$ cat config.mk
export PLATFORM = sky130hd
export DESIGN_NAME = seq_multiplier
export DESIGN_NICKNAME = d
export VERILOG_FILES = /design/src/rtl/seq_multiplier.sv
export SDC_FILE = /design/constraint.sdc
export NUM_CORES = 1
export LEC_CHECK = 0
export CAP_MARGIN = 10
export CORE_MARGIN = 2
export CORE_UTILIZATION = 30
export CTS_BUF_LIST = sky130_fd_sc_hd__clkbuf_8 sky130_fd_sc_hd__clkbuf_16
export DETAILED_ROUTE_END_ITERATION = 8
export GPL_ROUTABILITY_DRIVEN = 0
export PLACE_DENSITY = 0.6
export SLEW_MARGIN = 20
export SYNTH_ARGS = -nofsm -noshare
export SYNTH_HDL_FRONTEND = slang
export SYNTH_SLANG_ARGS = --single-unit
export TNS_END_PERCENT = 5
$ cat constraint.sdc
create_clock -name clk -period 3.2 [get_ports clk]
set_input_delay 0.32 -clock clk [delete_from_list [all_inputs] [get_ports clk]]
set_output_delay 0.32 -clock clk [all_outputs]
set_load 0.005 [all_outputs]
$ cat src/rtl/seq_multiplier.sv
// Sequential shift-and-add unsigned multiplier for the calculator datapath.
// Takes one multiplier bit per clock, with a fixed latency of WIDTH cycles
// from the accepting edge to the done pulse.
// Ports:
//   clk    - system clock, rising edge
//   rst_n  - asynchronous active-low reset
//   start  - begin a multiply; accepted in IDLE or DONE
//   A, B   - multiplicand / multiplier, sampled only on the accepting edge
//   busy   - high while the iteration runs
//   done   - one-cycle completion pulse
//   P      - 2*WIDTH-bit product, held until the next completion or reset
//   ovf    - product does not fit in WIDTH bits; held with P
module seq_multiplier #(
  parameter int unsigned WIDTH = 8
) (
  input  logic               clk,
  input  logic               rst_n,
  input  logic               start,
  input  logic [WIDTH-1:0]   A,
  input  logic [WIDTH-1:0]   B,
  output logic               busy,
  output logic               done,
  output logic [2*WIDTH-1:0] P,
  output logic               ovf
);

  localparam int unsigned PW = 2 * WIDTH;
  localparam int unsigned CW = (WIDTH > 1) ? $clog2(WIDTH) : 1;

  typedef enum logic [1:0] {
    IDLE = 2'd0,
    RUN  = 2'd1,
    DONE = 2'd2
  } state_t;

  state_t          state, state_n;
  logic [PW-1:0]   acc, acc_n;
  logic [PW-1:0]   m, m_n;
  logic [WIDTH-1:0] q, q_n;
  logic [CW-1:0]   cnt, cnt_n;
  logic [PW-1:0]   p_n;
  logic            ovf_n;
  logic [PW-1:0]   sum;

  // Next-state and datapath update
  always_comb begin
    state_n = state;
    acc_n   = acc;
    m_n     = m;
    q_n     = q;
    cnt_n   = cnt;
    p_n     = P;
    ovf_n   = ovf;
    sum     = q[0] ? (acc + m) : acc;

    unique case (state)
      IDLE, DONE: begin
        if (start) begin
          state_n = RUN;
          m_n     = {{WIDTH{1'b0}}, A};
          q_n     = B;
          acc_n   = '0;
          cnt_n   = '0;
        end else if (state == DONE) begin
          state_n = IDLE;
        end
      end
      RUN: begin
        acc_n = sum;
        m_n   = m << 1;
        q_n   = q >> 1;
        cnt_n = cnt + CW'(1);
        // Last multiplier bit: publish the final sum instead of waiting a cycle
        if (cnt == CW'(WIDTH - 1)) begin
          state_n = DONE;
          p_n     = sum;
          ovf_n   = |sum[PW-1:WIDTH];
        end
      end
      default: state_n = IDLE;
    endcase
  end

  // State, datapath and registered output decodes
  always_ff @(posedge clk or negedge rst_n) begin
    if (!rst_n) begin
      state <= IDLE;
      acc   <= '0;
      m     <= '0;
      q     <= '0;
      cnt   <= '0;
      P     <= '0;
      ovf   <= 1'b0;
      busy  <= 1'b0;
      done  <= 1'b0;
    end else begin
      state <= state_n;
      acc   <= acc_n;
      m     <= m_n;
      q     <= q_n;
      cnt   <= cnt_n;
      P     <= p_n;
      ovf   <= ovf_n;
      busy  <= (state_n == RUN);
      done  <= (state_n == DONE);
    end
  end

endmodule

==> qor.csv, run 1 <==
metric,value,unit
status,completed,
Finished Core Util,38.45,%
clk slew on worst S/H paths,60,ps
Hold Path Class,reg -> reg,
Compound-Gate Fraction of Synth Area,24.57,%
Post-CTS Resized,0,
top cell type's share of synthesized area,46.60,%
Max Buffers Root-to-Sink,2,
via count,2910,
RR Endpoint,ovf,
simple-gate portion of the synthesized area,14.63,%
final hold slack,475.1,ps
Layout Skew,6.261,ps
Buf/Inv on CP,0,
TNS Setup,0,ps
worst reg2reg startpoint,m[0],
Setup crit end kind,register,
Pre-antenna DRT Iters,5,
DRT antenna net count,0,
Worst path slowest cell,a221oi_1,
initial core utilization,30.36,%
Final nets,438,
first-pass GRT wire length,15.08,mm
Cell Pwr Density,1273,nW/um^2
Ports,38,
Post-Syn Nets,397,
sequential area share after synthesis,46.60,%
Post-Route WL,8.744,mm
Worst Path Required,3400,ps
initial antenna violation count,0,
Overall Global Routing Usage,15.09,%
clock tree sinks,64,
Cells after Synth,360,
Fin. Hold Viols,0,
number of global-route vias before repair,3029,
DR DRC count,0,
Levels on crit path,9,
Slew headroom,54.59,%
adder-cell share of the synthesized area,6.771,%
drt via density,5.301,
final number of setup-violating endpoints,0,
area delta synth->final,26.65,%
peak supply drop,417.4,uV
crit path time final,2788,ps
Placed Instance Area,3998,sq um
Worst R2R Setup Slack,410,ps
die height,111.0,um
Max Freq,358.7,MHz
ys async rst share,100.0,%
"top cells by area, synth","dfrtp_1 (47%), ha_1 (6.2%), a22o_1 (4.8%)",
Worst Tran Pin Value,676.6,ps
Core Area,11320,sq um
TritonCTS clock tree,done,
CP Max Fanout,3,
top-count cell post-synth,dfrtp_1,
largest net degree at the start of global routing,29,
Crit path largest cell delay,460,ps
Worst setup SP type,register,
Final Cell Area,4353,sq um
CP cell instances,ha_1 -> fa_1 -> a21o_1 -> a221oi_1 -> nand3b_1 -> nand3b_1 -> a31o_2 -> nor4_1 -> a31oi_1,
Post-CTS Setup Inserts,0,
HPWL after DPL,6.294,mm
PortBufs,37,
critical path capture point,ovf,
1st-iter DRT viols,194,
Slew Limit Fails,0,
Post-synth EDFFs,0,
# rows,39,
worst-case reg-to-reg path depth,9,
RSZ-0062 raised after global routing,false,
library cells used by synthesis,47,
die width,111.0,um
ANT cells,0,
Layout fillers,1142,
Syn. warnings,0,
total grt overflow,0,
largest family of logic cells by synthesized area,compound AO/OA/AOI/OAI gates,
xor-xnor portion of the synthesized cell area,2.039,%
CP Class,reg -> reg,
Avg WL per Cell,15.93,um
average cell area after synthesis,9.547,sq um
die area,12330,sq um
clock latency on the worst-skew pair,330,ps
"CP delay by family, top",compound AO/OA/AOI/OAI gates,
Critical Path Most Common Cell,nand3b_1,
max_cap viols,0,
Power Total,5543,uW
hold buffers post-CTS,1,
CTS Buf Count,9,
H-tree levels,3,
multiplexer share of the synthesized area,2.330,%
Mapped Area,3437,sq um
Setup crit start,m[0],
LEAKAGE,0.001959,uW
Yosys reg bits,64,
Post-synth top cells,"dfrtp_1 (64), nor2_1 (42), nand2_1 (33)",
final period utilization,87.11,%
CP Data Arrival Time,2990,ps
biggest area consumer among synthesized cells,dfrtp_1,
main flop type after synthesis,dfrtp_1,
Clock Tree Root,clkbuf_16,
share of cells above drive strength 1,8.374,%
-- logic make-up after synthesis --
logic type                 Yosys count
xor gates and xnor gates             8
muxes                                8
AOI/OAI and AO/OA                  126
adders and majority gates           18
and+or+nand+nor                    110
DFF                                 64
buffers and inverters               26
-- power breakdown --
| part | total (uW) | switching [uW] | leakage [uW] | internal (uW) |
|---|---|---|---|---|
| registers | 1490 | 297 | 0.000787 | 1190 |
| logic | 2930 | 1620 | 0.00101 | 1310 |
| clock network | 1130 | 368 | 0.000166 | 761 |
-- state kept, by name, summed over array words and instances, names as in the netlist, 2 cells and up --
| register | flops |
|---|---|
| q | 8 |
| cnt | 3 |
| m | 16 |
| P | 16 |
| acc | 16 |
| state | 2 |
-- cells in the final DEF (no fill, tap or decap), types with 3 or more instances in the layout --
master,n
nand2b_1,7
xnor2_1,6
nor2_1,42
nand2_1,33
o211ai_1,6
dfrtp_1,64
o21ai_1,5
o21ai_0,31
bufinv_16,3
nor3_1,6
nor2b_1,3
inv_1,7
a21oi_1,16
nand3_1,5
mux2i_1,8
a22o_1,19
a31oi_1,5
o22ai_1,17
buf_4,10
clkbuf_16,9
ha_1,17
and3_1,3
clkdlybuf4s50_1,36
a21o_1,7
-- per-stage QoR --
step	worst slack [ps]	instances
2_1_floorplan	664.6	360
3_3_place_gp	484.0	531
3_5_place_dp	423.1	532
4_1_cts	414.8	549
5_1_grt	232.6	549
6_report	412.5	549
-- metal layers --
layer	track usage [%]	share of wire [%]	up-vias
met3	3.390	4.8	10
met1	20.16	47	1412
li1	-	-	1414
met4	5.679	1.4	0
met2	24.05	47	74
met5	0	0	-
-- layout make-up --
cell class	instances	area (sq um)	area share, %
clock buffers	9	225.2	5.174
clock inverters	7	120.1	2.759
inverters	7	26.28	0.6036
multi-input cells	270	1730	39.75
flip-flops and latches	64	1602	36.79
well taps	143	178.9	4.110
repair buffers	49	470.5	10.81
-- worst min-delay path by stage --
stage	depth (start not counted)	from	end	slack [ps]
2_1_floorplan	0	rst_n	P[0]	20
3_3_place_gp	2	P[1]	P[1]	460
3_5_place_dp	1	rst_n	m[1]	350
4_1_cts	2	P[3]	P[3]	480
5_1_grt	2	P[2]	P[2]	500
6_report	2	P[7]	P[7]	480
-- worst reg2reg max path: stages (launching register included) --
cell and delay (ps):
dfrtp_1 400, ha_1 230, fa_1 420, a21o_1 200
a221oi_1 460, nand3b_1 190, nand3b_1 100, a31o_2 260
nor4_1 270, a31oi_1 120
Note: power is estimated with default switching activity, not from simulation.
==> run 2: changes to the inputs <==
--- a/config.mk
+++ b/config.mk
@@ -7,11 +7,12 @@
 export LEC_CHECK = 0
 export CAP_MARGIN = 10
 export CORE_MARGIN = 2
-export CORE_UTILIZATION = 30
+export CORE_UTILIZATION = 56
 export CTS_BUF_LIST = sky130_fd_sc_hd__clkbuf_8 sky130_fd_sc_hd__clkbuf_16
 export DETAILED_ROUTE_END_ITERATION = 8
 export GPL_ROUTABILITY_DRIVEN = 0
-export PLACE_DENSITY = 0.6
+export PLACE_DENSITY = 0.91
+export REMOVE_ABC_BUFFERS = 1
 export SLEW_MARGIN = 20
 export SYNTH_ARGS = -nofsm -noshare
 export SYNTH_HDL_FRONTEND = slang
==> qor.csv, run 2 (synthesized netlist as in run 1, its figures left out) <==
metric,value,unit,change
met3 Use GR,4.348,%,was 3.390%
Slew headroom,53.80,%,was 54.59%
violated checks,negative hold slack,,
LEAKAGE,0.001884,uW,was 0.001959 uW
RSZ-0062 raised after global routing,false,,unchanged
crit path time final,2887,ps,was 2788 ps
Pre-antenna DRT Iters,5,,unchanged
Final nets,436,,was 438
number of global-route vias before repair,3074,,was 3029
H-tree levels,3,,unchanged
Final Cell Area,4081,sq um,was 4353 sq um
initial core utilization,58.05,%,was 30.36%
"most common cell after layout, fill and taps aside",dfrtp_1,,unchanged
Max Buffers Root-to-Sink,2,,unchanged
Placed Instance Area,3892,sq um,was 3998 sq um
DRT antenna net count,0,,unchanged
Slew Limit Fails,0,,unchanged
CP Class,reg -> reg,,unchanged
TNS Setup,0,ps,unchanged
TritonCTS clock tree,done,,unchanged
max_cap viols,0,,unchanged
CP Max Fanout,3,,unchanged
gr busiest metal,met2,,unchanged
HPWL after DPL,5.825,mm,was 6.294 mm
worst-case reg-to-reg path depth,9,,unchanged
die height,82.34,um,was 111.0 um
1st-iter DRT viols,297,,was 194
initial antenna violation count,0,,unchanged
PortBufs,37,,unchanged
DR DRC count,0,,unchanged
clock tree sinks,64,,unchanged
Worst setup SP type,register,,unchanged
Layout Skew,7.795,ps,was 6.261 ps
die width,82.34,um,was 111.0 um
Fin. Hold Viols,10,,was 0
drt via density,6.379,,was 5.301
setup ws final,312.5,ps,was 412.5 ps
worst slack at placement,331.3,ps,was 423.1 ps
first-pass GRT wire length,14.49,mm,was 15.08 mm
via count,3049,,was 2910
largest net degree at the start of global routing,53,,was 29
RR Endpoint,ovf,,unchanged
hold buffers post-CTS,0,,was 1
worst reg2reg startpoint,acc[0],,was m[0]
share of cells above drive strength 1,7.692,%,was 8.374%
met1 Track Usage GR,36.44,%,was 20.16%
CP Data Arrival Time,3110,ps,was 2990 ps
CTS Buf Count,9,,unchanged
peak supply drop,667.5,uV,was 417.4 uV
Worst Path Required,3420,ps,was 3400 ps
final period utilization,90.23,%,was 87.11%
most frequent cells in the layout,"dfrtp_1 (64), nor2_1 (42), clkdlybuf4s50_1 (36)",,unchanged
Ports,38,,unchanged
final number of setup-violating endpoints,0,,unchanged
final hold slack,-8.916,ps,was 475.1 ps
Avg WL per Cell,17.47,um,was 15.93 um
area delta synth->final,18.75,%,was 26.65%
Post-Route WL,8.349,mm,was 8.744 mm
biggest regs,"P: 16 flops, acc: 16 flops, m: 16 flops",,unchanged
ANT cells,0,,unchanged
Worst R2R Setup Slack,310,ps,was 410 ps
Worst Tran Pin Value,692.9,ps,was 676.6 ps
total grt overflow,0,,unchanged
Setup crit end kind,register,,unchanged
GRT met2 Usage,47.90,%,was 24.05%
Hold Path Class,in -> async,,was reg -> reg
status,finished with violations,,was completed
clk slew on worst S/H paths,60,ps,about the same
# rows,28,,was 39
clock latency on the worst-skew pair,350,ps,was 330 ps
Cell Pwr Density,1256,nW/um^2,was 1273 nW/um^2
Core Area,5921,sq um,was 11320 sq um
Post-CTS Resized,0,,unchanged
Post-CTS Setup Inserts,0,,unchanged
Overall Global Routing Usage,28.97,%,was 15.09%
die area,6780,sq um,was 12330 sq um
Max Freq,346.3,MHz,was 358.7 MHz
Clock Tree Root,clkbuf_8,,was clkbuf_16
run 2: area by class of cell:
class                      count  area (sq um)
clock buffer                  10         137.6
clock inverter                 5         48.80
fill                         453          1839
inverter                       7         26.28
multi-input combinational    270          1730
sequential                    64          1602
tap                           75         93.84
timing repair buffer          47         442.9
run 2: worst max-delay path by stage:
| stage | start | to | slack, ps | depth (start not counted) |
|---|---|---|---|---|
| after floorplan | acc[0] | ovf | 660 | 9 |
| after global placement | acc[0] | ovf | 440 | 9 |
| after detailed placement | acc[0] | ovf | 330 | 9 |
| after CTS | acc[0] | ovf | 320 | 9 |
| after global routing | acc[0] | ovf | 140 | 9 |
| final | acc[0] | ovf | 310 | 9 |
run 2: worst max-delay path: stages (launching register included):
cell      delay (ps)
dfrtp_1          400
ha_1             250
fa_1             420
a21o_1           210
a221oi_1         420
nand3b_1         190
nand3b_1         110
a31o_2           280
nor4_1           350
a31oi_1          130
run 2: per-stage QoR:
step	instances	total power (uW)	utilization, %
floorplan	341	3431	-
global placement	463	4221	65.74
detailed placement	463	4375	65.74
CTS	478	5087	68.89
global route	478	5545	68.93
finish	478	5127	68.93
run 2: routing by layer:
metal,vias to the layer above,wire [um]
met2,142,4048
li1,1406,-
met4,0,324
met3,34,516
met1,1467,3460
met5,-,0
run 2: where the power goes:
part	internal [uW]	switching, uW	total, uW
clock network	369	305	674
registers	1190	291	1480
logic	1310	1660	2970
==> run 3: changes to the inputs <==
--- a/config.mk
+++ b/config.mk
@@ -6,12 +6,14 @@
 export NUM_CORES = 1
 export LEC_CHECK = 0
 export CAP_MARGIN = 10
+export CELL_PAD_IN_SITES_DETAIL_PLACEMENT = 0
+export CELL_PAD_IN_SITES_GLOBAL_PLACEMENT = 1
 export CORE_MARGIN = 2
-export CORE_UTILIZATION = 56
+export CORE_UTILIZATION = 44
 export CTS_BUF_LIST = sky130_fd_sc_hd__clkbuf_8 sky130_fd_sc_hd__clkbuf_16
 export DETAILED_ROUTE_END_ITERATION = 8
 export GPL_ROUTABILITY_DRIVEN = 0
-export PLACE_DENSITY = 0.91
+export PLACE_DENSITY = 0.92
 export REMOVE_ABC_BUFFERS = 1
 export SLEW_MARGIN = 20
 export SYNTH_ARGS = -nofsm -noshare
==> qor.csv, run 3 (synthesized netlist as in run 1, its figures left out) <==
metric,value,unit,change
Avg WL per Cell,16.49,um,was 17.47 um
worst-case reg-to-reg path depth,9,,unchanged
Max Buffers Root-to-Sink,2,,unchanged
final number of setup-violating endpoints,0,,unchanged
1st-iter DRT viols,213,,was 297
Layout Skew,10.76,ps,was 7.795 ps
worst reg2reg startpoint,acc[0],,unchanged
largest net degree at the start of global routing,65,,was 53
# rows,32,,was 28
H-tree levels,3,,unchanged
Worst Path Required,3420,ps,about the same
final period utilization,86.95,%,was 90.23%
final hold slack,135.7,ps,was -8.916 ps
Post-CTS Setup Inserts,0,,unchanged
via count,2930,,was 3049
Setup crit end kind,register,,unchanged
Layout fillers,677,,was 453
biggest regs,"P: 16 flops, acc: 16 flops, m: 16 flops",,unchanged
Pre-antenna DRT Iters,5,,unchanged
Slew headroom,46.36,%,was 53.80%
CP Max Fanout,3,,unchanged
Worst setup SP type,register,,unchanged
Cell Pwr Density,1262,nW/um^2,was 1256 nW/um^2
Slew Limit Fails,0,,unchanged
Fin. Hold Viols,0,,was 10
DR DRC count,0,,unchanged
CTS Buf Count,9,,unchanged
PortBufs,37,,unchanged
LEAKAGE,0.001894,uW,was 0.001884 uW
ANT cells,0,,unchanged
total grt overflow,0,,unchanged
Reg area,1602,sq um,unchanged
area delta synth->final,21.11,%,was 18.75%
Ports,38,,unchanged
DRT antenna net count,0,,unchanged
Core Area,7647,sq um,was 5921 sq um
number of global-route vias before repair,2868,,was 3074
die height,92.38,um,was 82.34 um
RSZ-0062 raised after global routing,false,,unchanged
Hold Path Class,in -> async,,unchanged
status,completed,,was finished with violations
initial core utilization,44.94,%,was 58.05%
crit path time final,2782,ps,was 2887 ps
multi-input logic area,1730,sq um,unchanged
initial antenna violation count,0,,unchanged
Post-CTS Resized,0,,unchanged
die width,92.38,um,was 82.34 um
share of cells above drive strength 1,7.940,%,was 7.692%
HPWL after DPL,5.814,mm,was 5.825 mm
TritonCTS clock tree,done,,unchanged
Max Freq,359.4,MHz,was 346.3 MHz
Worst Tran Pin Value,804.6,ps,was 692.9 ps
max_cap viols,0,,unchanged
"most common cell after layout, fill and taps aside",dfrtp_1,,unchanged
Worst R2R Setup Slack,420,ps,was 310 ps
Clock Tree Root,clkbuf_8,,unchanged
Overall Global Routing Usage,21.02,%,was 28.97%
Post-Route WL,8.327,mm,was 8.349 mm
drt via density,5.802,,was 6.379
first-pass GRT wire length,14.09,mm,was 14.49 mm
clk slew on worst S/H paths,80,ps,was 60 ps
CP Class,reg -> reg,,unchanged
die area,8534,sq um,was 6780 sq um
CP Data Arrival Time,3000,ps,was 3110 ps
Final nets,435,,was 436
most frequent cells in the layout,"dfrtp_1 (64), nor2_1 (42), clkdlybuf4s50_1 (36)",,unchanged
hold buffers post-CTS,0,,unchanged
TNS Setup,0,ps,unchanged
clock tree sinks,64,,unchanged
peak supply drop,523.2,uV,was 667.5 uV
clock latency on the worst-skew pair,340,ps,was 350 ps
RR Endpoint,ovf,,unchanged
-- run 3: worst max-delay path by stage --
stage | startpoint | to | cells past startpoint
6_report | acc[0] | ovf | 9
5_1_grt | acc[0] | ovf | 9
4_1_cts | acc[0] | ovf | 9
3_5_place_dp | acc[0] | ovf | 9
3_3_place_gp | acc[0] | ovf | 9
2_1_floorplan | acc[0] | ovf | 9
-- run 3: layout make-up --
type | count | share of cell area (%)
clock buffers | 9 | 2.976
clock inverters | 7 | 2.885
inverters | 7 | 0.6312
multi-input cells | 270 | 41.57
flip-flops and latches | 64 | 38.47
well taps | 102 | 3.066
repair buffers | 46 | 10.40
-- run 3: report_power, final --
| part | leakage [uW] | total [uW] | internal (uW) | switching (uW) |
|---|---|---|---|---|
| clock network | 0.000119 | 863 | 519 | 344 |
| registers | 0.000787 | 1470 | 1190 | 281 |
| logic | 0.000988 | 2920 | 1290 | 1630 |
-- run 3: per-stage QoR --
step | instances | total power (uW) | setup WS (ps) | area [sq um] | utilization (%)
CTS | 505 | 5243 | 410.4 | 4163 | 54.43
global placement | 489 | 4280 | 515.0 | 3919 | 51.24
global route | 505 | 5687 | 244.5 | 4163 | 54.43
floorplan | 341 | 3431 | 664.0 | 3358 | -
finish | 505 | 5254 | 417.7 | 4163 | 54.43
detailed placement | 489 | 4358 | 444.3 | 3919 | 51.24
-- run 3: layer usage --
layer  wire [um]  track usage (%)  vias to the layer above
li1            -                -                     1400
met1        3910            28.96                     1437
met2        3821            33.03                       83
met3         504            4.719                       10
met4          90            6.716                        0
met5           0                0                        -
-- run 3: critical path: stages (launching register included) --
cell and delay (ps):
dfrtp_1 400, ha_1 240, fa_1 420, a21o_1 210, a221oi_1 420, nand3b_1 200, nand3b_1 110, a31o_2 270
nor4_1 290, a31oi_1 120
